--- src/rtl/seq_scan_multi_if.sv ---
// Symbol stream, pattern configuration and result bundle for seq_scan_multi.
// The scanner connects through the slave modport and its driver through the master modport.
interface seq_scan_multi_if #(
  parameter int SYM_W   = 2,
  parameter int SEQ_LEN = 5,
  parameter int NUM_PAT = 2,
  parameter int CNT_W   = 8,
  parameter int IDW     = (NUM_PAT > 1) ? $clog2(NUM_PAT) : 1
);
  logic                       in_valid;
  logic [SYM_W-1:0]           in_sym;
  logic                       mode_ovl;
  logic                       cfg_we;
  logic [IDW-1:0]             cfg_idx;
  logic                       cfg_en;
  logic [SEQ_LEN*SYM_W-1:0]   cfg_pat;
  logic                       cnt_clr;
  logic                       match;
  logic [IDW-1:0]             match_id;
  logic [NUM_PAT-1:0]         match_vec;
  logic [NUM_PAT*CNT_W-1:0]   hit_cnt;

  modport master (
    output in_valid, in_sym, mode_ovl, cfg_we, cfg_idx, cfg_en, cfg_pat, cnt_clr,
    input  match, match_id, match_vec, hit_cnt
  );

  modport slave (
    input  in_valid, in_sym, mode_ovl, cfg_we, cfg_idx, cfg_en, cfg_pat, cnt_clr,
    output match, match_id, match_vec, hit_cnt
  );
endinterface

--- src/rtl/seq_scan_multi.sv ---
// Compares the last SEQ_LEN accepted symbols against NUM_PAT programmable patterns,
// producing a registered match pulse and per-slot saturating hit counters.
module seq_scan_multi #(
  parameter int SYM_W   = 2,
  parameter int SEQ_LEN = 5,
  parameter int NUM_PAT = 2,
  parameter int CNT_W   = 8,
  parameter int IDW     = (NUM_PAT > 1) ? $clog2(NUM_PAT) : 1
) (
  input  logic            clk,
  input  logic            rst,
  seq_scan_multi_if.slave bus
);
  localparam int HW = SEQ_LEN * SYM_W;
  localparam int FW = $clog2(SEQ_LEN + 1);
  localparam logic [FW-1:0]    FILL_FULL = FW'(SEQ_LEN);
  localparam logic [CNT_W-1:0] CNT_MAX   = {CNT_W{1'b1}};

  logic [HW-1:0]                 hist_q, hist_d, hist_nx_s;
  logic [FW-1:0]                 fill_q, fill_d, fill_inc_s;
  logic [NUM_PAT-1:0][HW-1:0]    pat_q, pat_d;
  logic [NUM_PAT-1:0]            en_q, en_d;
  logic [NUM_PAT-1:0][CNT_W-1:0] cnt_q, cnt_d;
  logic [NUM_PAT-1:0]            hit_s;
  logic                          match_q, match_d;
  logic [IDW-1:0]                match_id_q, match_id_d;
  logic [NUM_PAT-1:0]            match_vec_q, match_vec_d;

  // Hit detection against the history as it will look after this symbol; oldest symbol sits in the low bits.
  always_comb begin
    hist_nx_s  = {bus.in_sym, hist_q[HW-1:SYM_W]};
    fill_inc_s = (fill_q == FILL_FULL) ? fill_q : fill_q + FW'(1);
    hit_s      = '0;
    for (int k = 0; k < NUM_PAT; k++) begin
      hit_s[k] = bus.in_valid && en_q[k] && (fill_inc_s == FILL_FULL) &&
                 (hist_nx_s == pat_q[k]) &&
                 !(bus.cfg_we && (bus.cfg_idx == IDW'(k)));
    end
  end

  // History, fill, slot configuration and counter next-state.
  always_comb begin
    hist_d = hist_q;
    fill_d = fill_q;
    pat_d  = pat_q;
    en_d   = en_q;
    cnt_d  = cnt_q;
    if (bus.in_valid) begin
      hist_d = hist_nx_s;
      fill_d = ((|hit_s) && !bus.mode_ovl) ? '0 : fill_inc_s;
    end else begin
      hist_d = hist_q;
      fill_d = fill_q;
    end
    for (int k = 0; k < NUM_PAT; k++) begin
      if (bus.cfg_we && (bus.cfg_idx == IDW'(k))) begin
        pat_d[k] = bus.cfg_pat;
        en_d[k]  = bus.cfg_en;
      end else begin
        pat_d[k] = pat_q[k];
        en_d[k]  = en_q[k];
      end
      if (bus.cnt_clr) begin
        cnt_d[k] = '0;
      end else if (hit_s[k] && (cnt_q[k] != CNT_MAX)) begin
        cnt_d[k] = cnt_q[k] + CNT_W'(1);
      end else begin
        cnt_d[k] = cnt_q[k];
      end
    end
  end

  // Result next-state; scanning downward leaves the lowest hitting index.
  always_comb begin
    match_d     = |hit_s;
    match_vec_d = hit_s;
    match_id_d  = '0;
    for (int k = NUM_PAT - 1; k >= 0; k--) begin
      match_id_d = hit_s[k] ? IDW'(k) : match_id_d;
    end
  end

  // State and output registers.
  always_ff @(posedge clk or negedge rst) begin
    if (!rst) begin
      hist_q      <= '0;
      fill_q      <= '0;
      pat_q       <= '0;
      en_q        <= '0;
      cnt_q       <= '0;
      match_q     <= 1'b0;
      match_id_q  <= '0;
      match_vec_q <= '0;
    end else begin
      hist_q      <= hist_d;
      fill_q      <= fill_d;
      pat_q       <= pat_d;
      en_q        <= en_d;
      cnt_q       <= cnt_d;
      match_q     <= match_d;
      match_id_q  <= match_id_d;
      match_vec_q <= match_vec_d;
    end
  end

  assign bus.match     = match_q;
  assign bus.match_id  = match_id_q;
  assign bus.match_vec = match_vec_q;
  assign bus.hit_cnt   = cnt_q;
endmodule

--- src/flat_wrapper.sv ---
// flat-port wrapper written by rule: the top's interface ports become plain ports
module seq_scan_multi_flat 
#(
  parameter int SYM_W   = 2,
  parameter int SEQ_LEN = 5,
  parameter int NUM_PAT = 2,
  parameter int CNT_W   = 8,
  parameter int IDW     = (NUM_PAT > 1) ? $clog2(NUM_PAT) : 1
)
  (clk, rst, bus_in_valid, bus_in_sym, bus_mode_ovl, bus_cfg_we, bus_cfg_idx, bus_cfg_en, bus_cfg_pat, bus_cnt_clr, bus_match, bus_match_id, bus_match_vec, bus_hit_cnt);
  seq_scan_multi_if #(.SYM_W(SYM_W), .SEQ_LEN(SEQ_LEN), .NUM_PAT(NUM_PAT), .CNT_W(CNT_W), .IDW(IDW)) bus_i ();
  input  logic clk;
  input  logic rst;
  input wire logic [$bits(bus_i.in_valid)-1:0] bus_in_valid;
  input wire logic [$bits(bus_i.in_sym)-1:0] bus_in_sym;
  input wire logic [$bits(bus_i.mode_ovl)-1:0] bus_mode_ovl;
  input wire logic [$bits(bus_i.cfg_we)-1:0] bus_cfg_we;
  input wire logic [$bits(bus_i.cfg_idx)-1:0] bus_cfg_idx;
  input wire logic [$bits(bus_i.cfg_en)-1:0] bus_cfg_en;
  input wire logic [$bits(bus_i.cfg_pat)-1:0] bus_cfg_pat;
  input wire logic [$bits(bus_i.cnt_clr)-1:0] bus_cnt_clr;
  output wire logic [$bits(bus_i.match)-1:0] bus_match;
  output wire logic [$bits(bus_i.match_id)-1:0] bus_match_id;
  output wire logic [$bits(bus_i.match_vec)-1:0] bus_match_vec;
  output wire logic [$bits(bus_i.hit_cnt)-1:0] bus_hit_cnt;
  assign bus_i.in_valid = bus_in_valid;
  assign bus_i.in_sym = bus_in_sym;
  assign bus_i.mode_ovl = bus_mode_ovl;
  assign bus_i.cfg_we = bus_cfg_we;
  assign bus_i.cfg_idx = bus_cfg_idx;
  assign bus_i.cfg_en = bus_cfg_en;
  assign bus_i.cfg_pat = bus_cfg_pat;
  assign bus_i.cnt_clr = bus_cnt_clr;
  assign bus_match = bus_i.match;
  assign bus_match_id = bus_i.match_id;
  assign bus_match_vec = bus_i.match_vec;
  assign bus_hit_cnt = bus_i.hit_cnt;
  seq_scan_multi #(.SYM_W(SYM_W), .SEQ_LEN(SEQ_LEN), .NUM_PAT(NUM_PAT), .CNT_W(CNT_W), .IDW(IDW)) u_core (.clk(clk), .rst(rst), .bus(bus_i));
endmodule
--- config.mk ---
export PLATFORM = sky130hd
export DESIGN_NAME = seq_scan_multi_flat
export DESIGN_NICKNAME = d
export VERILOG_FILES = /design/src/rtl/seq_scan_multi_if.sv /design/src/rtl/seq_scan_multi.sv /design/src/flat_wrapper.sv
export SDC_FILE = /design/constraint.sdc
export NUM_CORES = 1
export LEC_CHECK = 0
export BUFFER_PORTS_ARGS = -buffer_cell sky130_fd_sc_hd__buf_2
export CAP_MARGIN = 20
export CORE_MARGIN = 10
export CORE_UTILIZATION = 51
export CTS_CLUSTER_DIAMETER = 60
export DETAILED_ROUTE_END_ITERATION = 7
export PLACE_DENSITY = 0.83
export SKIP_CTS_REPAIR_TIMING = 1
export SLEW_MARGIN = 25
export SYNTH_ARGS = -nofsm -noshare
export SYNTH_HDL_FRONTEND = slang
export SYNTH_SLANG_ARGS = --single-unit
--- constraint.sdc ---
create_clock -name clk -period 2 [get_ports clk]
set_clock_uncertainty 0.05 [all_clocks]
set_input_delay 0.5 -clock clk [delete_from_list [all_inputs] [get_ports clk]]
set_output_delay 0.5 -clock clk [all_outputs]
set_load 0.05 [all_outputs]
# Yosys cells after proc, flatten, opt, wreduce, memory -nomap -nowiden
# Index checks and enable logic that the tools add are counted.
[word_totals]
ff_bits = 55
in_bits = 20
output_inout_bits = 20
elab_cells = 48
[op_classes]
add_sub_neg = 3
n_eq_ne = 6
muxes = 8
n_bitwise = 1
reduce_logical = 19
[ops]
columns = ["cell", "n"]
rows = [
  ["8-bit 2-to-1 mux", 4],
  ["10-bit equality test", 2],
  ["8-bit by 1-bit adder with 8-bit output, second input constant", 2],
  ["8-bit inequality test, second input constant", 2],
  ["1-bit logical AND", 13],
  ["3-bit equality test, second input constant", 2],
  ["3-bit 2-to-1 mux", 2],
  ["2-bit nonzero test", 2],
  ["3-bit by 1-bit adder with 3-bit output, second input constant", 1],
  ["1-bit zero test", 3],
  ["1-bit 2-to-1 mux", 2],
  ["2-bit OR reduction", 1],
  ["1-bit inverter", 1],
]

# Longest topological paths before layout
[depth]
word_depth = 9
depth_mapped = 9
ltp_nobuf = 8

# Worst setup path before layout
# Ideal clock, no wire load.
[synth_path]
path_kind = "register to register"
start = "register u_core.cnt_q, in the netlist u_core.bus.hit_cnt[0]"
end = "register u_core.cnt_q, in the netlist u_core.bus.hit_cnt[3]"
setup_ns = 0.128
arrival_ns = 2.048
required_ns = 1.822
setup_slack_ns = -0.226
path_stages_with_launch = 6
cell_sequence = "dfrtp_1 ha_1 and3_1 a311oi_4 nand4_1 mux2_1"
[synth_between]
elab_chain_cells = 3
word_cells_on_any_way = 6
[synth_lines]
columns = ["element", "line_no", "text"]
rows = [
  ["start, declared", "seq_scan_multi.sv:23", "logic [NUM_PAT-1:0][CNT_W-1:0] cnt_q, cnt_d;"],
  ["start signal, assigned", "seq_scan_multi.sv:99", "cnt_q <= cnt_d;"],
  ["8-bit by 1-bit adder with 8-bit output or 8-bit inequality test (tied branches)", "seq_scan_multi.sv:66, seq_scan_multi.sv:65", ""],
  ["8-bit 2-to-1 mux or 1-bit logical AND (tied branches)", "seq_scan_multi.sv:65", "end else if (hit_s[k] && (cnt_q[k] != CNT_MAX)) begin"],
  ["8-bit 2-to-1 mux or 2-bit nonzero test (tied branches)", "n/a", ""],
]
# Parallel ways exist; a longest one is shown, timed or not. The select of a mux whose other input is x is not followed.
# A chain may end at the register's enable or synchronous reset.

# Worst setup path after layout
[layout_path]
start = "register u_core.fill_q[1]"
end = "register u_core.cnt_q, in the netlist u_core.bus.hit_cnt[3]"
[layout_between]
elab_chain_cells = 8
word_cells_on_any_way = 9
[layout_lines]
columns = ["element", "line_no", "text"]
rows = [
  ["start, declared", "seq_scan_multi.sv:20", "logic [FW-1:0] fill_q, fill_d, fill_inc_s;"],
  ["start signal, assigned", "seq_scan_multi.sv:96", "fill_q <= fill_d;"],
  ["3-bit by 1-bit adder with 3-bit output or 3-bit equality test (tied branches)", "seq_scan_multi.sv:32", "fill_inc_s = (fill_q == FILL_FULL) ? fill_q : fill_q + FW'(1);"],
  ["3-bit 2-to-1 mux (*)", "seq_scan_multi.sv:32", ""],
  ["3-bit equality test (*)", "seq_scan_multi.sv:35", "hit_s[k] = bus.in_valid && en_q[k] && (fill_inc_s == FILL_FULL) &&"],
  ["1-bit logical AND (*) (2 in series)", "seq_scan_multi.sv:35", ""],
  ["1-bit logical AND (*)", "seq_scan_multi.sv:36", "(hist_nx_s == pat_q[k]) &&"],
  ["1-bit logical AND (*)", "seq_scan_multi.sv:65", ""],
  ["2-bit nonzero test (no line) (*)", "n/a", ""],
]
# Mark *: on every way between the ends. The rest lies on a longest branch, timed or not.

==> impl_metrics.tcl <==
set metrics [dict create \
    outcome "finished, violations left" \
    violations "setup timing" \
    synth_area_leader_cell "dfrtp_1" \
    reg2reg_slack_ns -0.14 \
    path_class "flip-flop to flip-flop" \
    comb_power_share_pct 27.8 \
    critPathMaxStageDelay_ns 0.45 \
    yosys_warnings 0 \
    intPower_w 0.00183 \
    synth-seq-area-share_pct 51.7 \
    worstPathRequired_ns 2.15 \
    fin_crit_sh_pct 107 \
    synthSimpleGateAreaFrac_pct 13.8 \
    setup_viol 8 \
    final_cell_mix "dfrtp_1, buf_2, mux2_2" \
    fp.dieW_um 90.9 \
    worstPathMaxFanout 4 \
    synth_mux_area_share_pct 15.2 \
    final_util_pct 66.7 \
    reg2reg_to "u_core.bus.hit_cnt[3]$_DFFE_PN0P_" \
    vdd_drop_max_uv 594 \
    die_area_um2 8260 \
    area_growth_pct 24.5 \
    seq_power_share_pct 50.1 \
    globalplace.congestion 0.812 \
    syn_area_um2 2560 \
    fmax_ghz 0.467 \
    syn_nets 240 \
    maxUsedRoutingLayer "met4" \
    grt_pass1_wl_um 9190 \
    rsz0062_at_grt "yes" \
    wl_met1_um 2340 \
    met2WireLength_um 2960 \
    hpwl_um 4020 \
    tightest_slew_ns 0.410 \
    reg2regPathDepth 7 \
    ioPinCount 40 \
    firstDrtPassIters 4 \
    fin_ws_ns -0.141 \
    wl_um 5610 \
    dp.cells 338 \
    synth.top_cell.area_share_pct 51.7 \
    swShare_pct 30.8 \
    crit_chain "inv_2 > ha_4 > nand2_2 > o32a_1 > a311oi_4 > nand4_1 > mux2_4" \
    postRouteAntennaNets 0 \
    crit_path_end_kind "flip-flop" \
    grt_antenna_before_repair 0 \
    numClockSinks 53 \
    postSynthCellCount 216 \
    grt_pass1_vias 1956 \
    final_nets 306 \
    htreeDepth 2 \
    start_util_pct 53.6 \
    hold_class "input port to asynchronous set/reset pin" \
    drtIter0Drc 63 \
    cts_root_buffer "clkbuf_8" \
    final_hold_viol_count 0 \
    arrival_ns 2.29 \
    final.setup.tns_ns -0.458 \
    critPathSlowestCell "dfrtp_1" \
    clkPwrFrac_pct 22.1 \
    power_w 0.00264 \
    timing.rr.start "u_core.fill_q[1]$_DFFE_PN0P_" \
    cts_made_buffers 5 \
    seq_area_um2 1340 \
    leakage_nw 1.52 \
    ys_ff_latch 53 \
    p_per_area_nw_per_um2 828 \
    finalNonFillerCells 350 \
    drc 0 \
    synth_compound_area_share_pct 8.25 \
    clkSlewWorstSetupHoldPaths_ns 0.09 \
    yosysUniqueCellTypes 37 \
    final_common_cell "dfrtp_1" \
    vias 1879 \
    clock_latency_ns 0.31 \
    multi_input_area_um2 1270 \
    portBuffers 39 \
    diodes 0 \
    synth_adder_area_share_pct 1.95 \
    grt_usage_pct 13.4 \
    grt.overflow.total 0 \
    cts_tree "yes" \
    avgRoutedWirePerCell_um 16.0 \
    fin_crit_ns 2.14 \
    synth_xor_area_share_pct 7.52 \
    drive_gt1_share_pct 46.3 \
    max-cap-violations 0 \
    n_fill_cell 358 \
    clockBufferDepth 2 \
    maxSlewViolCount 0 \
    vias_per_cell 5.37 \
    die_height_um 90.9 \
    rows 25 \
    synth.area.top_cells "dfrtp_1, mux2_2, xor2_1" \
    avgSynthCellArea_um2 11.9 \
    switchingPower_w 0.000815 \
    met3_length_um 212 \
    slew_headroom_pct 72.6 \
    grt_max_degree 37 \
    core_area_um2 4790 \
    crit_path_start_kind "flip-flop" \
    synth_top_family_by_area "multiplexers" \
]
[cell usage after synthesis (all sizes together)]
library cell / instances
dfrtp: 53
mux2: 32
xor2: 19
nor2: 15
a21oi: 14
and3: 9
clkbuf: 7
nand3: 7
nand2: 6
nor2b: 5
nor3: 5
ha: 4
nand4: 4
a311oi: 3
inv: 3
mux2i: 3
xnor2: 3
a21bo: 2
a31o: 2
and4: 2
and4b: 2
nand2b: 2
nand3b: 2
nor4: 2
o21ai: 2
or3: 2
a211oi: 1
a31oi: 1
o21ba: 1
o21bai: 1
o32a: 1
o32ai: 1
[state kept, by name (all words and copies together), names as in the netlist]
signal                flops
u_core.bus.match          1
u_core.bus.hit_cnt       16
u_core.fill_q             3
u_core.bus.match_vec      2
u_core.hist_q             8
u_core.pat_q             20
u_core.en_q               2
u_core.bus.match_id       1
[how the worst max path moves through the flow]
stage                                              endpoint                    startpoint  slack, ns  cells past startpoint
after global placement    u_core.bus.hit_cnt[8]$_DFFE_PN0P_                 bus_in_sym[0]       -0.1                      9
final                     u_core.bus.hit_cnt[3]$_DFFE_PN0P_  u_core.fill_q[1]$_DFFE_PN0P_      -0.14                      7
after detailed placement  u_core.bus.hit_cnt[3]$_DFFE_PN0P_                    bus_cfg_we      -0.14                      7
after CTS                 u_core.bus.hit_cnt[3]$_DFFE_PN0P_  u_core.hist_q[5]$_DFFE_PN0P_      -0.15                      6
after floorplan           u_core.bus.hit_cnt[3]$_DFFE_PN0P_  u_core.hist_q[5]$_DFFE_PN0P_      -0.10                      6
after global routing      u_core.bus.hit_cnt[3]$_DFFE_PN0P_  u_core.fill_q[1]$_DFFE_PN0P_      -0.22                      8
[power groups by stage]
stage	combinational, W	clock, W	sequential [W]
floorplan	0.000405	0	0.00131
global placement	0.000592	0	0.00132
detailed placement	0.000618	0	0.00133
CTS	0.000621	0.000603	0.00131
global route	0.000803	0.000642	0.00134
finish	0.000736	0.000584	0.00132
[worst max-delay path: cells and delay by family (launching register included)]
family,cells,cell delay (ns)
AOI/OAI and AO/OA,2,0.70
adders and majority gates,1,0.15
buffers and inverters,1,0.10
DFF,1,0.45
muxes,1,0.33
and+or+nand+nor,2,0.26
[kinds of logic after synthesis]
family,after synthesis
and+or+nand+nor,63
DFF,53
muxes,35
AOI/OAI and AO/OA,29
xor gates and xnor gates,22
buffers and inverters,10
adders and majority gates,4
[through the flow]
stage                     hold WS [ns]  setup slack [ns]  cell area [µm²]
after detailed placement         0.406            -0.142             3020
final                           0.0590            -0.141             3190
after global placement           0.403           -0.0998             3020
after CTS                       0.0657            -0.151             3100
after global routing            0.0765            -0.224             3190
after floorplan                  0.154            -0.104             2590
[routing by layer]
layer  track usage [%]  vias to the layer above
met5                 0                        -
met4              5.35                        0
met3              3.82                       10
met2              23.0                       37
met1              15.4                      932
li1                  -                      900
[final cells by class]
| type | count | area share (%) |
|---|---|---|
| clock inverters | 2 | 0.313 |
| clock buffers | 6 | 2.27 |
| multi-input cells | 153 | 39.8 |
| repair buffers | 66 | 12.9 |
| well taps | 67 | 2.63 |
| inverters | 3 | 0.353 |
| flip-flops and latches | 53 | 41.8 |
Note: power is estimated with default switching activity, not from simulation.
